File: src/rtl/core_pkg.sv
// Shared definitions for the RV32I multicycle core: PC stall encodings,
// fetch state encoding and the canonical NOP word.
package core_pkg;

  localparam int unsigned XLEN = 32;

  typedef logic [XLEN-1:0] word_t;

  localparam logic [1:0] STALL_ADV  = 2'd0;
  localparam logic [1:0] STALL_BACK = 2'd1;
  localparam logic [1:0] STALL_HOLD = 2'd2;

  typedef enum logic [2:0] {
    S_IDLE,
    S_REQ,
    S_WAIT,
    S_VALID,
    S_DRAIN
  } fetch_state_t;

  localparam word_t NOP_WORD = 32'h00000013;  // addi x0, x0, 0

  function automatic logic is_word_aligned(input word_t addr);
    return addr[1:0] == 2'b00;
  endfunction

endpackage

File: src/rtl/ifetch_unit_if.sv
// Instruction memory read port: single outstanding req/ack transaction.
interface ifetch_unit_if;

  logic          mem_req;
  core_pkg::word_t mem_addr;
  logic          mem_ack;
  core_pkg::word_t mem_rdata;

  modport master (
    output mem_req,
    output mem_addr,
    input  mem_ack,
    input  mem_rdata
  );

  modport slave (
    input  mem_req,
    input  mem_addr,
    output mem_ack,
    output mem_rdata
  );

endinterface

File: src/rtl/ifetch_unit.sv
// Instruction fetch unit: one memory read per instruction, holds the word for
// decode and stalls the PC until decode accepts it or a redirect occurs.
module ifetch_unit
  import core_pkg::*;
#(
  parameter word_t NOP_INSTR = NOP_WORD
) (
  input  logic                 clk,
  input  logic                 reset,
  input  word_t                pc_addr,
  input  logic                 flush,
  input  logic                 id_ready,
  output logic [1:0]           stall_op,
  ifetch_unit_if.master        mem,
  output word_t                instr,
  output logic                 instr_valid,
  output logic                 fault
);

  fetch_state_t state_q;

  word_t addr_q;
  word_t addr_d;
  word_t instr_q;
  word_t instr_d;
  logic  valid_q;
  logic  valid_d;
  logic  fault_q;
  logic  fault_d;

  logic aligned_c;
  logic accept_c;

  assign aligned_c = is_word_aligned(pc_addr);
  assign accept_c  = valid_q && id_ready;

  // A request is only on the bus while a read is actually outstanding.
  assign mem.mem_req  = ((state_q == S_REQ) && aligned_c) ||
                        (state_q == S_WAIT) || (state_q == S_DRAIN);
  assign mem.mem_addr = addr_q;

  assign stall_op = (reset && (flush || accept_c)) ? STALL_ADV : STALL_HOLD;

  assign instr       = instr_q;
  assign instr_valid = valid_q;
  assign fault       = fault_q;

  // State register with next-state decode. A flush that races an ack from
  // S_WAIT has nothing left to drain, and a flush during S_DRAIN keeps
  // waiting for the abandoned read so only one request is ever outstanding.
  always_ff @(posedge clk or negedge reset) begin
    if (!reset) begin
      state_q <= S_IDLE;
    end else begin
      case (state_q)
        S_IDLE: state_q <= S_REQ;
        S_REQ: begin
          if (flush) begin
            state_q <= (aligned_c && !mem.mem_ack) ? S_DRAIN : S_REQ;
          end else if (!aligned_c || mem.mem_ack) begin
            state_q <= S_VALID;
          end else begin
            state_q <= S_WAIT;
          end
        end
        S_WAIT: begin
          if (mem.mem_ack) begin
            state_q <= flush ? S_REQ : S_VALID;
          end else if (flush) begin
            state_q <= S_DRAIN;
          end
        end
        S_VALID: begin
          if (flush || id_ready) begin
            state_q <= S_REQ;
          end
        end
        S_DRAIN: begin
          if (mem.mem_ack) begin
            state_q <= S_REQ;
          end
        end
        default: state_q <= S_IDLE;
      endcase
    end
  end

  // Output register next values; flush overrides any capture this cycle.
  always_comb begin
    addr_d  = addr_q;
    instr_d = instr_q;
    valid_d = valid_q;
    fault_d = fault_q;

    if (state_q == S_REQ) begin
      addr_d = pc_addr;
    end

    if (flush) begin
      instr_d = NOP_INSTR;
      valid_d = 1'b0;
      fault_d = 1'b0;
    end else begin
      case (state_q)
        S_REQ: begin
          if (!aligned_c) begin
            instr_d = NOP_INSTR;
            valid_d = 1'b1;
            fault_d = 1'b1;
          end else if (mem.mem_ack) begin
            instr_d = mem.mem_rdata;
            valid_d = 1'b1;
            fault_d = 1'b0;
          end
        end
        S_WAIT: begin
          if (mem.mem_ack) begin
            instr_d = mem.mem_rdata;
            valid_d = 1'b1;
            fault_d = 1'b0;
          end
        end
        S_VALID: begin
          if (id_ready) begin
            valid_d = 1'b0;
            fault_d = 1'b0;
          end
        end
        default: ;
      endcase
    end
  end

  always_ff @(posedge clk or negedge reset) begin
    if (!reset) begin
      addr_q  <= '0;
      instr_q <= NOP_INSTR;
      valid_q <= 1'b0;
      fault_q <= 1'b0;
    end else begin
      addr_q  <= addr_d;
      instr_q <= instr_d;
      valid_q <= valid_d;
      fault_q <= fault_d;
    end
  end

endmodule

File: src/flat_wrapper.sv
// flat-port wrapper written by rule: the top's interface ports become plain ports
module ifetch_unit_flat import core_pkg::*;
#(
  parameter word_t NOP_INSTR = NOP_WORD
)
  (clk, reset, pc_addr, flush, id_ready, stall_op, instr, instr_valid, fault, mem_mem_req, mem_mem_addr, mem_mem_ack, mem_mem_rdata);
  ifetch_unit_if mem_i ();
  input  logic clk;
  input  logic reset;
  input  word_t pc_addr;
  input  logic flush;
  input  logic id_ready;
  output logic [1:0] stall_op;
  output word_t instr;
  output logic instr_valid;
  output logic fault;
  output wire logic [$bits(mem_i.mem_req)-1:0] mem_mem_req;
  output wire logic [$bits(mem_i.mem_addr)-1:0] mem_mem_addr;
  input wire logic [$bits(mem_i.mem_ack)-1:0] mem_mem_ack;
  input wire logic [$bits(mem_i.mem_rdata)-1:0] mem_mem_rdata;
  assign mem_mem_req = mem_i.mem_req;
  assign mem_mem_addr = mem_i.mem_addr;
  assign mem_i.mem_ack = mem_mem_ack;
  assign mem_i.mem_rdata = mem_mem_rdata;
  ifetch_unit #(.NOP_INSTR(NOP_INSTR)) u_core (.clk(clk), .reset(reset), .pc_addr(pc_addr), .flush(flush), .id_ready(id_ready), .stall_op(stall_op), .mem(mem_i), .instr(instr), .instr_valid(instr_valid), .fault(fault));
endmodule
File: config.mk
export PLATFORM = sky130hd
export DESIGN_NAME = ifetch_unit_flat
export DESIGN_NICKNAME = d
export VERILOG_FILES = /design/src/rtl/core_pkg.sv /design/src/rtl/ifetch_unit_if.sv /design/src/rtl/ifetch_unit.sv /design/src/flat_wrapper.sv
export SDC_FILE = /design/constraint.sdc
export NUM_CORES = 1
export LEC_CHECK = 0
export CORE_MARGIN = 4
export CORE_UTILIZATION = 35
export CTS_BUF_LIST = sky130_fd_sc_hd__clkbuf_8
export CTS_CLUSTER_DIAMETER = 150
export DETAILED_ROUTE_END_ITERATION = 10
export HOLD_SLACK_MARGIN = 0.06
export PLACE_DENSITY = 0.73
export SLEW_MARGIN = 20
export SYNTH_ARGS = -nofsm -noshare
export SYNTH_HDL_FRONTEND = slang
export SYNTH_SLANG_ARGS = --single-unit
File: constraint.sdc
create_clock -name clk -period 1.5 [get_ports clk]
set_input_delay 0.225 -clock clk [delete_from_list [all_inputs] [get_ports clk]]
set_output_delay 0.225 -clock clk [all_outputs]
set_load 0.01 [all_outputs]
==> impl.org <==
** Status
- Outcome :: finished, violations left
- The final reports fail on setup timing.

** Die
- Measured along the y axis, the die boundary spans 98.22 µm.
- The initial utilization of the core area, before any placement, comes to 36.49%.
- Measured along the x axis, the die boundary spans 98.22 µm.
- For this design the top-level I/O count stands at 138.
- The die covers 9647 µm².
- Rows :: 32
- The floorplan step defined a core boundary enclosing 7807 µm².

** Timing
- Highest clock rate :: 0.6124 GHz
- At the pin with the least slew margin, the transition time is 879.1 ps.
- Setup violations remaining at the end of the flow were counted as 62.
- The hold violation count in the final report was 0.
- Final worst hold slack :: 106.3 ps
- RSZ-0062 raised after global routing :: true
- The count of pins over their slew limit came to 0.
- The clock arrives with 11.79 ps of skew.
- Fraction of the cycle the final worst path needs :: 108.9%
- Subtracting the final worst setup slack from the clock period gives 1633 ps.
- Slew Limit Headroom :: 41.39%
- Adding up every negative setup slack in the final design gives -4026 ps.
- Fin worst setup slack :: -132.8 ps

** Finish
- Ratio of cells with drive above 1 in the final layout :: 27.51%
- At the end of the flow, the number of nets in the layout was 493.
- Leaving out fill and tap cells, the most frequent cell in the layout is sky130_fd_sc_hd__clkdlybuf4s50_1.
- The repair_antennas step left the layout with diodes totalling 0.
- In the layout the commonest cells are sky130_fd_sc_hd__clkdlybuf4s50_1, sky130_fd_sc_hd__nand2_1, sky130_fd_sc_hd__dfrtp_1, sky130_fd_sc_hd__dlymetal6s2s_1, sky130_fd_sc_hd__mux2_4.
- Once layout is done, the placed cells without fillers occupy 5195 µm².
- From synthesis to final layout, the design area changed by 82.35%.

** Pwr
- In this run, the combinational gates consume 51.2% of the power.
- Proportion of power drawn by the clock network :: 18.0%
- Net switching power of the design :: 3.009 mW
- Dividing total power by cell area gives a power density of 1788 nW/µm².
- Sequential group share of total power :: 30.7%
- Pleak :: 2.628 nW
- Cell internal power was estimated by the tool at 6.277 mW.
- Maximum vdd ir drop :: 1116 µV
- Switch share :: 32.41%

** Route
- Count of vias placed by the detailed router :: 2522
- In the final routed layout, each cell accounts on average for 16.40 µm.
- Once detail routing completed, the nets flagged for antenna violations numbered 0.
- Summed over all layers, the routed wires come to 8710 µm.
- Starting DRT DRC Count :: 57
- For this run, design rule violations remaining after detail routing come to 0.
- Detailed-route vias per instance :: 4.750
- The pre-antenna-repair detailed-routing pass consisted of 4 iterations.

** Setup path
- The most critical setup path has its startpoint at u_core.state_q[1]$_DFFE_PN0P_.
- Type of the worst setup path :: register to register
- STA classifies the critical path endpoint as a register.
- Reg-to-reg critical path startpoint :: u_core.state_q[1]$_DFFE_PN0P_
- RR Endpoint :: u_core.instr[12]$_DFFE_PN0P_
- For the worst flop-to-flop path, the logic depth is 7.
- Startpoint types :: register
- Data required time of the worst path :: 1720 ps
- CP Max Fanout :: 15
- CP Data Arrival Time :: 1850 ps
- The worst register-to-register path has a setup slack of -130 ps.

** Clock tree
- After clock tree synthesis, the clock-pin slew on the worst setup and hold paths is 70 ps.
- Clock tree synthesis inserted a total of 9 buffers.
- In this run the number of H-tree levels came out at 3.
- Hold repair after CTS inserted 0 buffers.
- CTS tree :: done
- Worst-case clock buffer depth :: 2
- The clock drives 69 sinks.
- At the later pin of the worst-skew pair, clock insertion delay measures 340 ps.
- The tree is rooted in a sky130_fd_sc_hd__clkbuf_8.

** Global route
- Global routing used 17.63% of the available tracks across all layers.
- Number of global-route vias before repair :: 2685
- Pin count of the biggest net entering global routing :: 70
- Remaining Overflow, GRT :: 0
- The number of antenna violations at the first check in global routing came to 0.
- The first global-routing pass estimated 13640 µm of wire.

** Logic synthesis
- Among all flip-flop cells after synthesis, the most frequent one is sky130_fd_sc_hd__dfrtp_1.
- Synth Instances :: 256
- The mapped netlist covers 2849 µm².
- Of the synthesized area, sequential elements account for 60.74%.
- FF+latch count, synth :: 69
- The netlist uses 28 different library cells.
- Ys async rst share :: 100.0%
- The Yosys step of the flow raised 0 warnings.
- In this run, synthesis inferred 0 flip-flops with an integrated enable.
- Avg Cell Area, Syn :: 11.13 µm²
- Syn_nets :: 325

** Flow run
- Number of max-cap violations :: 0

** Place
- Placed inst area :: 4451 µm²
- Number of buffers inserted by port buffering :: 136
- The wire-length estimate of the detail-placed layout is 5467 µm.
- At the end of routability-driven placement, the weighted congestion stood at 0.8500.

** Hold path
- The worst hold path belongs to the class primary input to asynchronous set/reset pin.
==> synthesized netlist by cell type (all sizes together), types with 2 or more instances <==
master	instances	area, µm²
dfstp	3	78.83
nor2	6	22.52
a211oi	3	22.52
dfrtp	66	1652
o21ai	2	10.01
nand2	70	262.8
a21oi	31	155.2
nor3b	2	37.54
mux2	32	360.4
nand3b	2	15.01
nand3	3	15.01
clkbuf	5	18.77
a31oi	2	12.51
inv	3	11.26
o22ai	2	12.51
o31ai	2	15.01
buf	12	81.32
nor2b	2	12.51
==> registers in the layout, summed over array words and instances, names as in the netlist <==
name / cells
u_core.instr: 32
u_core.instr_valid: 1
u_core.mem.mem_addr: 32
u_core.state_q: 3
u_core.fault: 1
==> layout make-up <==
type	count	area (µm²)
Fill cell	638	2613
Timing Repair Buffer	174	1908
Sequential cell	69	1733
Multi-Input combinational cell	167	1194
Tap cell	102	127.6
Clock buffer	9	123.9
Clock inverter	7	97.59
Inverter	3	11.26
==> critical path, stage by stage (launching register included) <==
cell and delay (ps):
sky130_fd_sc_hd__dfrtp_2 450, sky130_fd_sc_hd__nor3b_4 240, sky130_fd_sc_hd__buf_6 140, sky130_fd_sc_hd__buf_6 90
sky130_fd_sc_hd__and2b_1 150, sky130_fd_sc_hd__or2_4 210, sky130_fd_sc_hd__buf_12 170, sky130_fd_sc_hd__a21oi_1 50
==> power groups by stage <==
stage	sequential [mW]	clock, mW	combinational, mW
2_1_floorplan	3.14	0	1.50
3_3_place_gp	2.84	0	3.74
3_5_place_dp	2.88	0	3.79
4_1_cts	2.85	1.71	4.66
5_1_grt	2.94	1.81	5.06
6_report	2.85	1.68	4.76
==> worst max path at each step <==
| stage | endpoint | slack (ps) | cells after the start |
|---|---|---|---|
| after global placement | mem_mem_req | -240 | 5 |
| after floorplan | u_core.mem.mem_addr[0]$_DFFE_PN0N_ | 10 | 4 |
| after detailed placement | mem_mem_req | -290 | 5 |
| after global routing | u_core.instr[19]$_DFFE_PN0P_ | -200 | 7 |
| final | u_core.instr[12]$_DFFE_PN0P_ | -130 | 7 |
| after CTS | mem_mem_req | -130 | 4 |
==> metal layers <==
| metal | track usage [%] | wire (µm) |
|---|---|---|
| met3 | 3.857 | 472 |
| met5 | 0 | 0 |
| met4 | 5.252 | 58 |
| met1 | 21.46 | 3644 |
| met2 | 31.31 | 4534 |
==> what timing repair did <==
item	CTS	global route
buffers inserted	6	2
cloned	4	3
resized for setup	61	54
pin swaps	2	3
endpoints found under the setup margin	65	104
hold endpoints to repair	0	0
==> cell families (layout without fill, tap and decap cells) <==
logic type      Yosys count  count (layout)  synth area share, %
compound gates           43              43                8.300
other cells               1               1               0.1316
simple gates             90              90                13.97
buf+inv                  20             193                3.908
xor+xnor                  1               1               0.3075
flops                    69              69                60.74
mux                      32              32                12.65
==> through the flow <==
stage,total power [mW],cells,setup WS [ps],utilization [%]
finish,9.286,531,-132.8,66.54
global route,9.811,531,-195.5,66.54
CTS,9.223,527,-132.4,64.02
detailed placement,6.670,501,-293.5,57.00
global placement,6.581,501,-241.1,57.00
floorplan,4.636,256,11.41,-
Power figures use the tool's default switching activity.
